**config.mk**
```make
export PLATFORM = sky130hd
export DESIGN_NAME = donut_sdf_marcher
export DESIGN_NICKNAME = d
export VERILOG_FILES = /design/src/rtl/donut_pkg.sv /design/src/rtl/donut_len2.sv /design/src/rtl/donut_sdf_marcher.sv
export SDC_FILE = /design/constraint.sdc
export NUM_CORES = 2
export LEC_CHECK = 0
export ABC_CLOCK_PERIOD_IN_PS = 30400
export CORE_MARGIN = 2
export CORE_UTILIZATION = 55
export DETAILED_ROUTE_END_ITERATION = 8
export GPL_ROUTABILITY_DRIVEN = 0
export PLACE_DENSITY_LB_ADDON = 0.12
export SLEW_MARGIN = 20
export SYNTH_ARGS = -nofsm -noshare
export SYNTH_HDL_FRONTEND = slang
export SYNTH_SLANG_ARGS = --single-unit
```
**constraint.sdc**
```tcl
create_clock -name clk -period 30.4 [get_ports clk]
set_clock_uncertainty 0.05 [all_clocks]
set_input_delay 3.04 -clock clk [delete_from_list [all_inputs] [get_ports clk]]
set_output_delay 3.04 -clock clk [all_outputs]
set_load 0.005 [all_outputs]
```
**src/rtl/donut_pkg.sv**
```systemverilog
// Shared fixed-point constants, saturation helpers and marcher FSM states for the donut renderer.
package donut_pkg;
  localparam int FRAC   = 10;
  localparam int IN_W   = 16;
  localparam int DATA_W = 18;
  localparam int WIDE_W = 40;
  localparam int ITERS  = 6;
  localparam int LSH    = 5;

  localparam logic signed [DATA_W-1:0] R_RING  = 18'sd1024;
  localparam logic signed [DATA_W-1:0] R_TUBE  = 18'sd512;
  localparam logic signed [DATA_W-1:0] HIT_EPS = 18'sd16;

  typedef enum logic [2:0] {
    ST_IDLE,
    ST_XZ,
    ST_TOR,
    ST_SXZ,
    ST_STOR
  } state_t;

  // Symmetric clamp: the most negative code is never produced.
  function automatic logic signed [DATA_W-1:0] sat18(input logic signed [WIDE_W-1:0] x);
    if (x > 40'sd131071) return 18'sd131071;
    if (x < -40'sd131071) return -18'sd131071;
    return x[DATA_W-1:0];
  endfunction

  function automatic logic signed [IN_W-1:0] sat16(input logic signed [WIDE_W-1:0] x);
    if (x > 40'sd32767) return 16'sd32767;
    if (x < -40'sd32767) return -16'sd32767;
    return x[IN_W-1:0];
  endfunction
endpackage

```
**src/rtl/donut_len2.sv**
```systemverilog
// Alpha-max-beta-min magnitude of a 2-D vector: max + min/4 + min/8, saturated.
module donut_len2
  import donut_pkg::*;
(
  input  logic signed [DATA_W-1:0] i_a,
  input  logic signed [DATA_W-1:0] i_b,
  output logic signed [DATA_W-1:0] o_mag
);
  logic signed [DATA_W:0] w_abs_a;
  logic signed [DATA_W:0] w_abs_b;
  logic signed [DATA_W:0] w_max;
  logic signed [DATA_W:0] w_min;

  assign w_abs_a = i_a[DATA_W-1] ? -(DATA_W+1)'(i_a) : (DATA_W+1)'(i_a);
  assign w_abs_b = i_b[DATA_W-1] ? -(DATA_W+1)'(i_b) : (DATA_W+1)'(i_b);
  assign w_max   = (w_abs_a > w_abs_b) ? w_abs_a : w_abs_b;
  assign w_min   = (w_abs_a > w_abs_b) ? w_abs_b : w_abs_a;
  assign o_mag   = sat18(WIDE_W'(w_max) + WIDE_W'(w_min >>> 2) + WIDE_W'(w_min >>> 3));
endmodule

```
**src/rtl/donut_sdf_marcher.sv**
```systemverilog
// Per-pixel torus sphere-tracer: fixed 15-cycle query returning hit and a gradient-dot-light shade.
module donut_sdf_marcher
  import donut_pkg::*;
(
  input  logic                   clk,
  input  logic                   rst,
  input  logic                   start,
  input  logic signed [IN_W-1:0] pxin,
  input  logic signed [IN_W-1:0] pyin,
  input  logic signed [IN_W-1:0] pzin,
  input  logic signed [IN_W-1:0] rxin,
  input  logic signed [IN_W-1:0] ryin,
  input  logic signed [IN_W-1:0] rzin,
  input  logic signed [IN_W-1:0] lxin,
  input  logic signed [IN_W-1:0] lyin,
  input  logic signed [IN_W-1:0] lzin,
  output logic                   busy,
  output logic                   done,
  output logic                   hit,
  output logic signed [IN_W-1:0] light
);
  state_t r_state;
  state_t w_next;
  logic [2:0] r_cnt;
  logic r_hitflag;
  logic r_done;
  logic r_hit;
  logic signed [IN_W-1:0] r_light;

  logic signed [DATA_W-1:0] r_px, r_py, r_pz, r_t, r_d;
  logic signed [IN_W-1:0] r_rx, r_ry, r_rz, r_lx, r_ly, r_lz;

  logic signed [DATA_W-1:0] w_qx, w_qy, w_qz, w_tr;
  logic signed [DATA_W-1:0] w_la, w_lb, w_mag, w_dist;
  logic signed [DATA_W-1:0] w_stepx, w_stepy, w_stepz;
  logic signed [DATA_W-1:0] w_diff;
  logic signed [IN_W-1:0] w_shade;
  logic w_near, w_last, w_hit_res;

  // Shading probe point p - eps*l, evaluated by the same two-stage SDF hardware.
  assign w_qx = sat18(WIDE_W'(r_px) - WIDE_W'(r_lx >>> LSH));
  assign w_qy = sat18(WIDE_W'(r_py) - WIDE_W'(r_ly >>> LSH));
  assign w_qz = sat18(WIDE_W'(r_pz) - WIDE_W'(r_lz >>> LSH));
  assign w_tr = sat18(WIDE_W'(r_t) - WIDE_W'(R_RING));

  always_comb begin
    w_la = r_px;
    w_lb = r_pz;
    case (r_state)
      ST_SXZ:  begin w_la = w_qx; w_lb = w_qz; end
      ST_TOR:  begin w_la = w_tr; w_lb = r_py; end
      ST_STOR: begin w_la = w_tr; w_lb = w_qy; end
      default: ;
    endcase
  end

  donut_len2 u_len2 (
    .i_a   (w_la),
    .i_b   (w_lb),
    .o_mag (w_mag)
  );

  assign w_dist    = sat18(WIDE_W'(w_mag) - WIDE_W'(R_TUBE));
  assign w_near    = (w_dist < HIT_EPS);
  assign w_last    = (r_cnt == 3'(ITERS - 1));
  assign w_stepx   = sat18(WIDE_W'((34'(r_rx) * 34'(w_dist)) >>> FRAC));
  assign w_stepy   = sat18(WIDE_W'((34'(r_ry) * 34'(w_dist)) >>> FRAC));
  assign w_stepz   = sat18(WIDE_W'((34'(r_rz) * 34'(w_dist)) >>> FRAC));
  assign w_hit_res = r_hitflag | (r_d < HIT_EPS);
  assign w_diff    = sat18(WIDE_W'(r_d) - WIDE_W'(w_dist));
  assign w_shade   = sat16(WIDE_W'(w_diff) <<< LSH);

  // A start strobe always wins: it abandons any query in flight.
  always_comb begin
    w_next = r_state;
    if (start) begin
      w_next = ST_XZ;
    end else begin
      case (r_state)
        ST_XZ:   w_next = ST_TOR;
        ST_TOR:  w_next = w_last ? ST_SXZ : ST_XZ;
        ST_SXZ:  w_next = ST_STOR;
        ST_STOR: w_next = ST_IDLE;
        default: w_next = ST_IDLE;
      endcase
    end
  end

  always_ff @(posedge clk or posedge rst) begin
    if (rst) begin
      r_state   <= ST_IDLE;
      r_cnt     <= 3'd0;
      r_hitflag <= 1'b0;
      r_done    <= 1'b0;
      r_hit     <= 1'b0;
      r_light   <= '0;
    end else begin
      r_state <= w_next;
      r_done  <= 1'b0;
      if (start) begin
        r_cnt     <= 3'd0;
        r_hitflag <= 1'b0;
      end else begin
        case (r_state)
          ST_TOR: begin
            r_cnt <= r_cnt + 3'd1;
            if (w_near) r_hitflag <= 1'b1;
          end
          ST_STOR: begin
            r_done  <= 1'b1;
            r_hit   <= w_hit_res;
            r_light <= w_hit_res ? w_shade : '0;
          end
          default: ;
        endcase
      end
    end
  end

  // Once a hit is seen p stays frozen; the remaining steps recompute the same distance.
  always_ff @(posedge clk) begin
    if (start) begin
      r_px <= DATA_W'(pxin);
      r_py <= DATA_W'(pyin);
      r_pz <= DATA_W'(pzin);
      r_rx <= rxin;
      r_ry <= ryin;
      r_rz <= rzin;
      r_lx <= lxin;
      r_ly <= lyin;
      r_lz <= lzin;
    end else begin
      case (r_state)
        ST_XZ, ST_SXZ: r_t <= w_mag;
        ST_TOR: begin
          r_d <= w_dist;
          if (!r_hitflag && !w_near) begin
            r_px <= sat18(WIDE_W'(r_px) + WIDE_W'(w_stepx));
            r_py <= sat18(WIDE_W'(r_py) + WIDE_W'(w_stepy));
            r_pz <= sat18(WIDE_W'(r_pz) + WIDE_W'(w_stepz));
          end
        end
        default: ;
      endcase
    end
  end

  assign busy  = (r_state != ST_IDLE) | r_done;
  assign done  = r_done;
  assign hit   = r_hit;
  assign light = r_light;
endmodule

```
== Word level (Yosys, flattened, before mapping) ==
Index checks and enable logic that the tools add are counted.
W data, S select, Z words.
Storage, ports and cells
  word-level logic and storage cells: 229
  output and inout bits: 19
  register bits after elaboration: 211
  input bits: 147
Operators by class
  order comparisons: 31
  add/subtract/negate cells: 14
  multiplexer cells: 142
  eq/ne operators: 5
  bitwise gates (word level): 3
  reductions and logical operators: 14
  multiply operators: 3
Operator list (count)
  $mux W18: 61
  $gt A19 B18 Y1 const B: 9
  $lt A19 B18 Y1 const B: 9
  $mul A16 B18 Y34: 3
  $mux W16: 5
  $mux W19: 4
  $gt A24 B18 Y1 const B: 3
  $lt A24 B18 Y1 const B: 3
  $mux W1: 65
  $add A18 B18 Y19: 3
  $sub A18 B11 Y19: 3
  $pmux W18 S3: 1
  $gt A40 B18 Y1 const B: 1
  $lt A40 B18 Y1 const B: 1
  $neg A18 Y19: 2
  $lt A18 B6 Y1 const B: 2
  $pmux W18 S2: 1
  $gt A23 B16 Y1 const B: 1
  $lt A23 B16 Y1 const B: 1
  $add A20 B16 Y21: 1
  $add A19 B17 Y20: 1
  $gt A19 B19 Y1: 1
  $sub A18 B11 Y19 const B: 1
  $sub A18 B12 Y19 const B: 1
  other kinds (16): 29

== Logic depth before layout (Yosys ltp) ==
  depth after elaboration: 45
  depth in mapped cells: 122
  depth with buffers taken out: 113

== Hierarchy ==
From an unflattened synthesis, not the netlist that was laid out.
Unflattened totals
  cells, all modules: 5989
  area, all modules: 51743.4 sq um
By module, submodules not included
  donut_sdf_marcher: area each 48236.3 sq um, seq. area each 5685.5 sq um, cells an instance 5507, times used 1
  donut_len2: area each 3507.1 sq um, seq. area each 0.0 sq um, cells an instance 482, times used 1

== Worst setup path after synthesis ==
Ideal clock, no wire load.
  path type: register to register
  start point: reg r_py[0]
  end point: reg r_pz[10], data pin
  arrival time: 22.764 ns
  data required time: 30.083 ns
  period minus slack after synthesis: 23.080 ns
  path buffers: 8
  stages on the path, launching flop included: 105
  library setup time: 0.267 ns
  slack: 7.320 ns
  cell sequence: edfxtp_1 inv_1 ha_1 inv_1 fa_1 a21o_1 a21oi_1 xnor2_1 or4b_1 or4_1 a211oi_1 nand4_1 o41ai_1 a21oi_1 clkbuf_1 a221oi_1 a211oi_1 ha_1 [... 69 more ...] a21o_1 a21oi_1 o21bai_1 a21oi_1 o21bai_1 a21oi_1 nor2b_1 o21a_1 o21ai_0 nand2b_1 a21oi_1 xnor2_1 or4_1 or3_1 o311a_1 nor2_1 clkbuf_1 o21ai_0
On the way
  longest elaborated chain between the ends: 42
  elaborated cells on any way between the ends: 61
  those cells by class: add/sub: 6; mul: 1; order compare: 11; mux: 43
RTL lines
  from (decl): RTL line donut_sdf_marcher.sv:30  | logic signed [DATA_W-1:0] r_px, r_py, r_pz, r_t, r_d;
  from (signal assigned): RTL line donut_sdf_marcher.sv:124  | r_py <= DATA_W'(pyin);
  from (signal assigned): RTL line donut_sdf_marcher.sv:139  | r_py <= sat18(WIDE_W'(r_py) + WIDE_W'(w_stepy));
  $sub A18 B11 Y19: RTL line donut_sdf_marcher.sv:42  | assign w_qy = sat18(WIDE_W'(r_py) - WIDE_W'(r_ly >>> LSH));
  $lt A19 B18 Y1: RTL line donut_pkg.sv:25  | if (x < -40'sd131071) return -18'sd131071;
  $mux W1 (2 in series): RTL line donut_pkg.sv:25
  $mux W18: RTL line donut_pkg.sv:26  | return x[DATA_W-1:0];
  $mux W18: RTL line donut_pkg.sv:25
  $pmux W18 S3 (*): RTL line donut_sdf_marcher.sv:49  | case (r_state)
  $neg A18 Y19: RTL line donut_len2.sv:15  | assign w_abs_b = i_b[DATA_W-1] ? -(DATA_W+1)'(i_b) : (DATA_W+1)'(i_b);
  $mux W19 (*): RTL line donut_len2.sv:15
  [... 25 more ...]
  $mux W1: RTL line donut_sdf_marcher.sv:137  | if (!r_hitflag && !w_near) begin
  $mux W1: RTL line donut_sdf_marcher.sv:133  | case (r_state)
  $mux W1: RTL line donut_sdf_marcher.sv:122  | if (start) begin
  $mux W18: RTL line donut_pkg.sv:26
  $mux W18 (*): RTL line donut_pkg.sv:25
  $mux W18 (*): RTL line donut_sdf_marcher.sv:137
  $mux W18 (*): RTL line donut_sdf_marcher.sv:133
  $mux W18 (*): RTL line donut_sdf_marcher.sv:122
  to (signal assigned): RTL line donut_sdf_marcher.sv:125  | r_pz <= DATA_W'(pzin);
  to (signal assigned): RTL line donut_sdf_marcher.sv:140  | r_pz <= sat18(WIDE_W'(r_pz) + WIDE_W'(w_stepz));
  to (decl): RTL line donut_sdf_marcher.sv:30
Mark *: on every way between the ends. The rest lies on a longest branch, timed or not. The select of a mux whose other input is x is not followed.
A chain may end at the register's enable or synchronous reset.

== Final worst setup path ==
  start point: reg r_py[0]
  end point: reg r_pz[11], data pin
Same word-level chain as after synthesis.

==> summary.md <==
| Metric | Value |
|---|---|
| Summed negative setup slack over all endpoints | 0 ns |
| Placed wire-length estimate after detailed placement | 118000 um |
| Capture instance of the worst register-to-register path | r_pz[11]$_DFFE_PP_ |
| Slew of the pin with the lowest slew margin | 1.30 ns |
| CTS Root Cell | sky130_fd_sc_hd__clkbuf_16 |
| Endpoint kind of the worst setup timing path | flip-flop |
| Die X-Extent | 312 um |
| Top post-synthesis cells by area | sky130_fd_sc_hd__fa_1, sky130_fd_sc_hd__ha_1, sky130_fd_sc_hd__edfxtp_1 |
| CTS Hold Bufs | 0 |
| Vias per inst | 5.67 |
| Arrival time at the worst endpoint | 28.44 ns |
| First-pass GRT wire length | 235000 um |
| I/O pins | 166 |
| Cell with the largest stage delay on the worst path | sky130_fd_sc_hd__a221oi_1 |
| Unrepaired setup endpoints after global routing | no |
| Total Routing Usage GR | 0.309 |
| Most used routing layer | met2 |
| Mapped Area | 52300 um^2 |
| Clock latency on the worst-skew pair | 0.54 ns |
| Die Area | 97500 um^2 |
| Launch instance of the worst register-to-register path | r_py[0]$_DFFE_PP_ |
| Slew Limit Headroom | 0.132 |
| Post-layout net count | 7512 |
| Number of endpoints failing setup at the final stage | 0 |
| Synthesized area per cell | 8.60 um^2 |
| Hold WC Path Type | flip-flop to flip-flop |
| Buffers added on ports | 150 |
| WL final | 147000 um |
| Routed length per placed instance | 20.0 um |
| Starting utilization of the core area | 0.553 |
| Count of warnings emitted by yosys | 0 |
| Maximum frequency from static timing analysis | 0.0354 GHz |
| Most frequently used flop master after synthesis | sky130_fd_sc_hd__edfxtp_1 |
| Sequential share of the synthesized area | 0.109 |
| Synthesized instance count | 6081 |
| Type of element launching the critical path | flip-flop |
| Global routing met3 resource utilization | 0.0500 |
| Max-cap violations | 0 |
| Total number of vias | 41.6k |
| Share of cells above drive strength 1 | 0.0267 |
| Setup CP Type | flip-flop to flip-flop |
| DRT antenna net count | 0 |
| DRT iter0 DRCs | 2827 |
| Origin of the worst min-delay path | hit$_DFFE_PP0P_ |
| Hold depth | 1 |
| Final cycle utilization of the critical path | 0.929 |
| CTS H-tree lvls | 4 |
| DRC Markers | 0 |
| Hold Crit Endpoint | hit$_DFFE_PP0P_ |
| Largest incremental delay on the critical path | 1.06 ns |
| Number of rows in the core area | 113 |
| Most prevalent standard cell on the critical path | sky130_fd_sc_hd__a21oi_1 |
| Met2 GRT Util | 0.506 |
| Maximum clock insertion buffer count | 2 |
| TritonCTS buffer count | 17 |
| Worst R2R Path Depth | 93 |
| Cell type with the highest aggregate area in the netlist | sky130_fd_sc_hd__fa_1 |
| Register bit total from synthesis | 193 |
| Std-Cell Core Area | 94600 um^2 |
| Met1 GRT Util | 0.405 |
| Layout overhead on the synthesized area | 6.10% |
| Clock transition at path regs | 0.09 ns |
| Count of flip-flops with a built-in enable after synthesis | 171 |
| Number of distinct standard cells referenced by the synthesized netlist | 111 |
| Clock tree from TritonCTS | built |
| Final hold vios | 0 |
| Detailed-routing iteration count for the pre-antenna-repair pass | 7 |
| Flop-to-flop setup slack | 2.16 ns |
| Total global routing overflow | 0 |
| Share of synthesized registers carrying an async set or reset | 0.114 |
| Chip Height | 312 um |
| Post-CTS setup buffer count | 0 |
| Post-CTS resize count | 0 |
| Required time at the worst-slack endpoint | 30.60 ns |
| Vias in the first global route | 42.9k |
| Run status | finished, final reports clean |
| Antenna violations before repair | 4 |
| Proportion of netlist area held by the largest area contributor | 0.340 |
| Highest fanout seen on the critical path | 52 |
| Pin count of the biggest net entering global routing | 55 |
| Number of pins exceeding their max-slew limit in the final report | 0 |
| Post-layout min period | 28.24 ns |
| TritonCTS sink count | 193 |
## cell usage after synthesis (72+ instances only)
cell,n
sky130_fd_sc_hd__xnor2_1,165
sky130_fd_sc_hd__clkbuf_1,216
sky130_fd_sc_hd__nand3_1,84
sky130_fd_sc_hd__a21o_1,112
sky130_fd_sc_hd__xor2_1,72
sky130_fd_sc_hd__a21oi_1,252
sky130_fd_sc_hd__edfxtp_1,171
sky130_fd_sc_hd__and3_1,75
sky130_fd_sc_hd__inv_1,1257
sky130_fd_sc_hd__ha_1,427
sky130_fd_sc_hd__nand2_1,655
sky130_fd_sc_hd__o21ai_0,220
sky130_fd_sc_hd__fa_1,887
sky130_fd_sc_hd__nor2_1,285
sky130_fd_sc_hd__and2_1,360
## critical path, delay by kind of cell, from the launching register on
kind	cells	cell delay, ns
simple gates	19	5.54
mux	1	0.46
fa+ha+maj	16	6.40
xor+xnor	6	1.07
compound gates	42	11.88
flops	1	0.44
buf+inv	9	2.00
## logic make-up (layout without fill, tap and decap cells)
kind of cell             after synthesis  after routing  synth area share
XOR/XNOR                             239            239            0.0403
adder cells (fa/ha/maj)             1315           1315             0.442
other                                  2              9          0.000144
buffers and inverters               1519           1496             0.110
flip-flops                           193            193             0.109
multiplexers                          19             19           0.00376
AND/OR/NAND/NOR                     1793           1793             0.170
AO/OA/AOI/OAI                       1001           1001             0.125
## sequential cells by signal, summed over array words and instances (netlist names)
signal / count
r_rz: 16
r_px: 18
r_ry: 16
r_d: 18
light: 13
r_lz: 11
r_ly: 11
r_state: 3
r_t: 18
r_rx: 16
hit: 1
r_cnt: 3
r_pz: 18
r_py: 18
r_lx: 11
done: 1
r_hitflag: 1
## area by class of cell
class                   count  area, um^2
diodes                      1        2.50
clock buffers              19         454
clock inverters            13         155
fillers                  8561       39100
inverters                1258        4720
multi-input cells        4375       40900
flip-flops and latches    193        5690
well taps                1265        1580
repair buffers            206        1920
## placed cells by master (no fill, tap or decap), drive strengths merged, types with 18 or more instances in the layout
cell / synthesis / final
inv: 1257 / 1265
fa: 887 / 887
nand2: 655 / 655
ha: 427 / 427
and2: 361 / 361
nor2: 286 / 286
a21oi: 255 / 255
o21ai: 234 / 234
edfxtp: 171 / 171
xnor2: 166 / 166
clkdlybuf4s50: 0 / 149
a21o: 112 / 112
nand3: 84 / 84
and3: 75 / 75
xor2: 73 / 73
nor3: 57 / 57
buf: 45 / 55
nand4: 54 / 54
o21a: 52 / 52
nor2b: 50 / 50
o21bai: 48 / 48
nand2b: 44 / 44
nor4: 35 / 35
a211oi: 34 / 34
o211ai: 30 / 30
a21boi: 30 / 30
a221oi: 27 / 27
a31oi: 25 / 25
dfrtp: 22 / 22
o31ai: 22 / 22
o22ai: 21 / 21
clkbuf: 216 / 21
or3: 18 / 18
## worst max-delay path by stage
stage | from | endpoint | slack (ns) | cells after the start
after floorplan | r_py[0]$_DFFE_PP_ | r_pz[10]$_DFFE_PP_ | 7.32 | 104
after global placement | r_py[0]$_DFFE_PP_ | r_pz[2]$_DFFE_PP_ | 3.13 | 94
after detailed placement | r_py[0]$_DFFE_PP_ | r_pz[2]$_DFFE_PP_ | 2.78 | 93
after CTS | r_py[0]$_DFFE_PP_ | r_pz[2]$_DFFE_PP_ | 2.66 | 93
after global routing | r_py[0]$_DFFE_PP_ | r_pz[3]$_DFFE_PP_ | 0.71 | 95
final | r_py[0]$_DFFE_PP_ | r_pz[11]$_DFFE_PP_ | 2.16 | 93
## stage by stage
stage | instance area (um^2) | setup WS [ns] | instances | util | hold WS [ns]
5_1_grt | 55500 | 0.707 | 7329 | 0.586 | 0.454
2_1_floorplan | 52300 | 7.32 | 6087 | - | 0.423
3_3_place_gp | 54800 | 3.13 | 7294 | 0.580 | 0.413
4_1_cts | 55400 | 2.66 | 7326 | 0.586 | 0.445
6_report | 55500 | 2.16 | 7330 | 0.586 | 0.442
3_5_place_dp | 54800 | 2.78 | 7294 | 0.580 | 0.423
## layer usage
| metal | wire length, um | up-vias |
|---|---|---|
| met4 | 7030 | 2 |
| li1 | - | 19289 |
| met3 | 9010 | 276 |
| met1 | 61900 | 20775 |
| met5 | 14 | - |
| met2 | 68800 | 1252 |
Power is not shown: default switching activity piles up to over one toggle a cycle in this logic, so the estimate is an artifact.
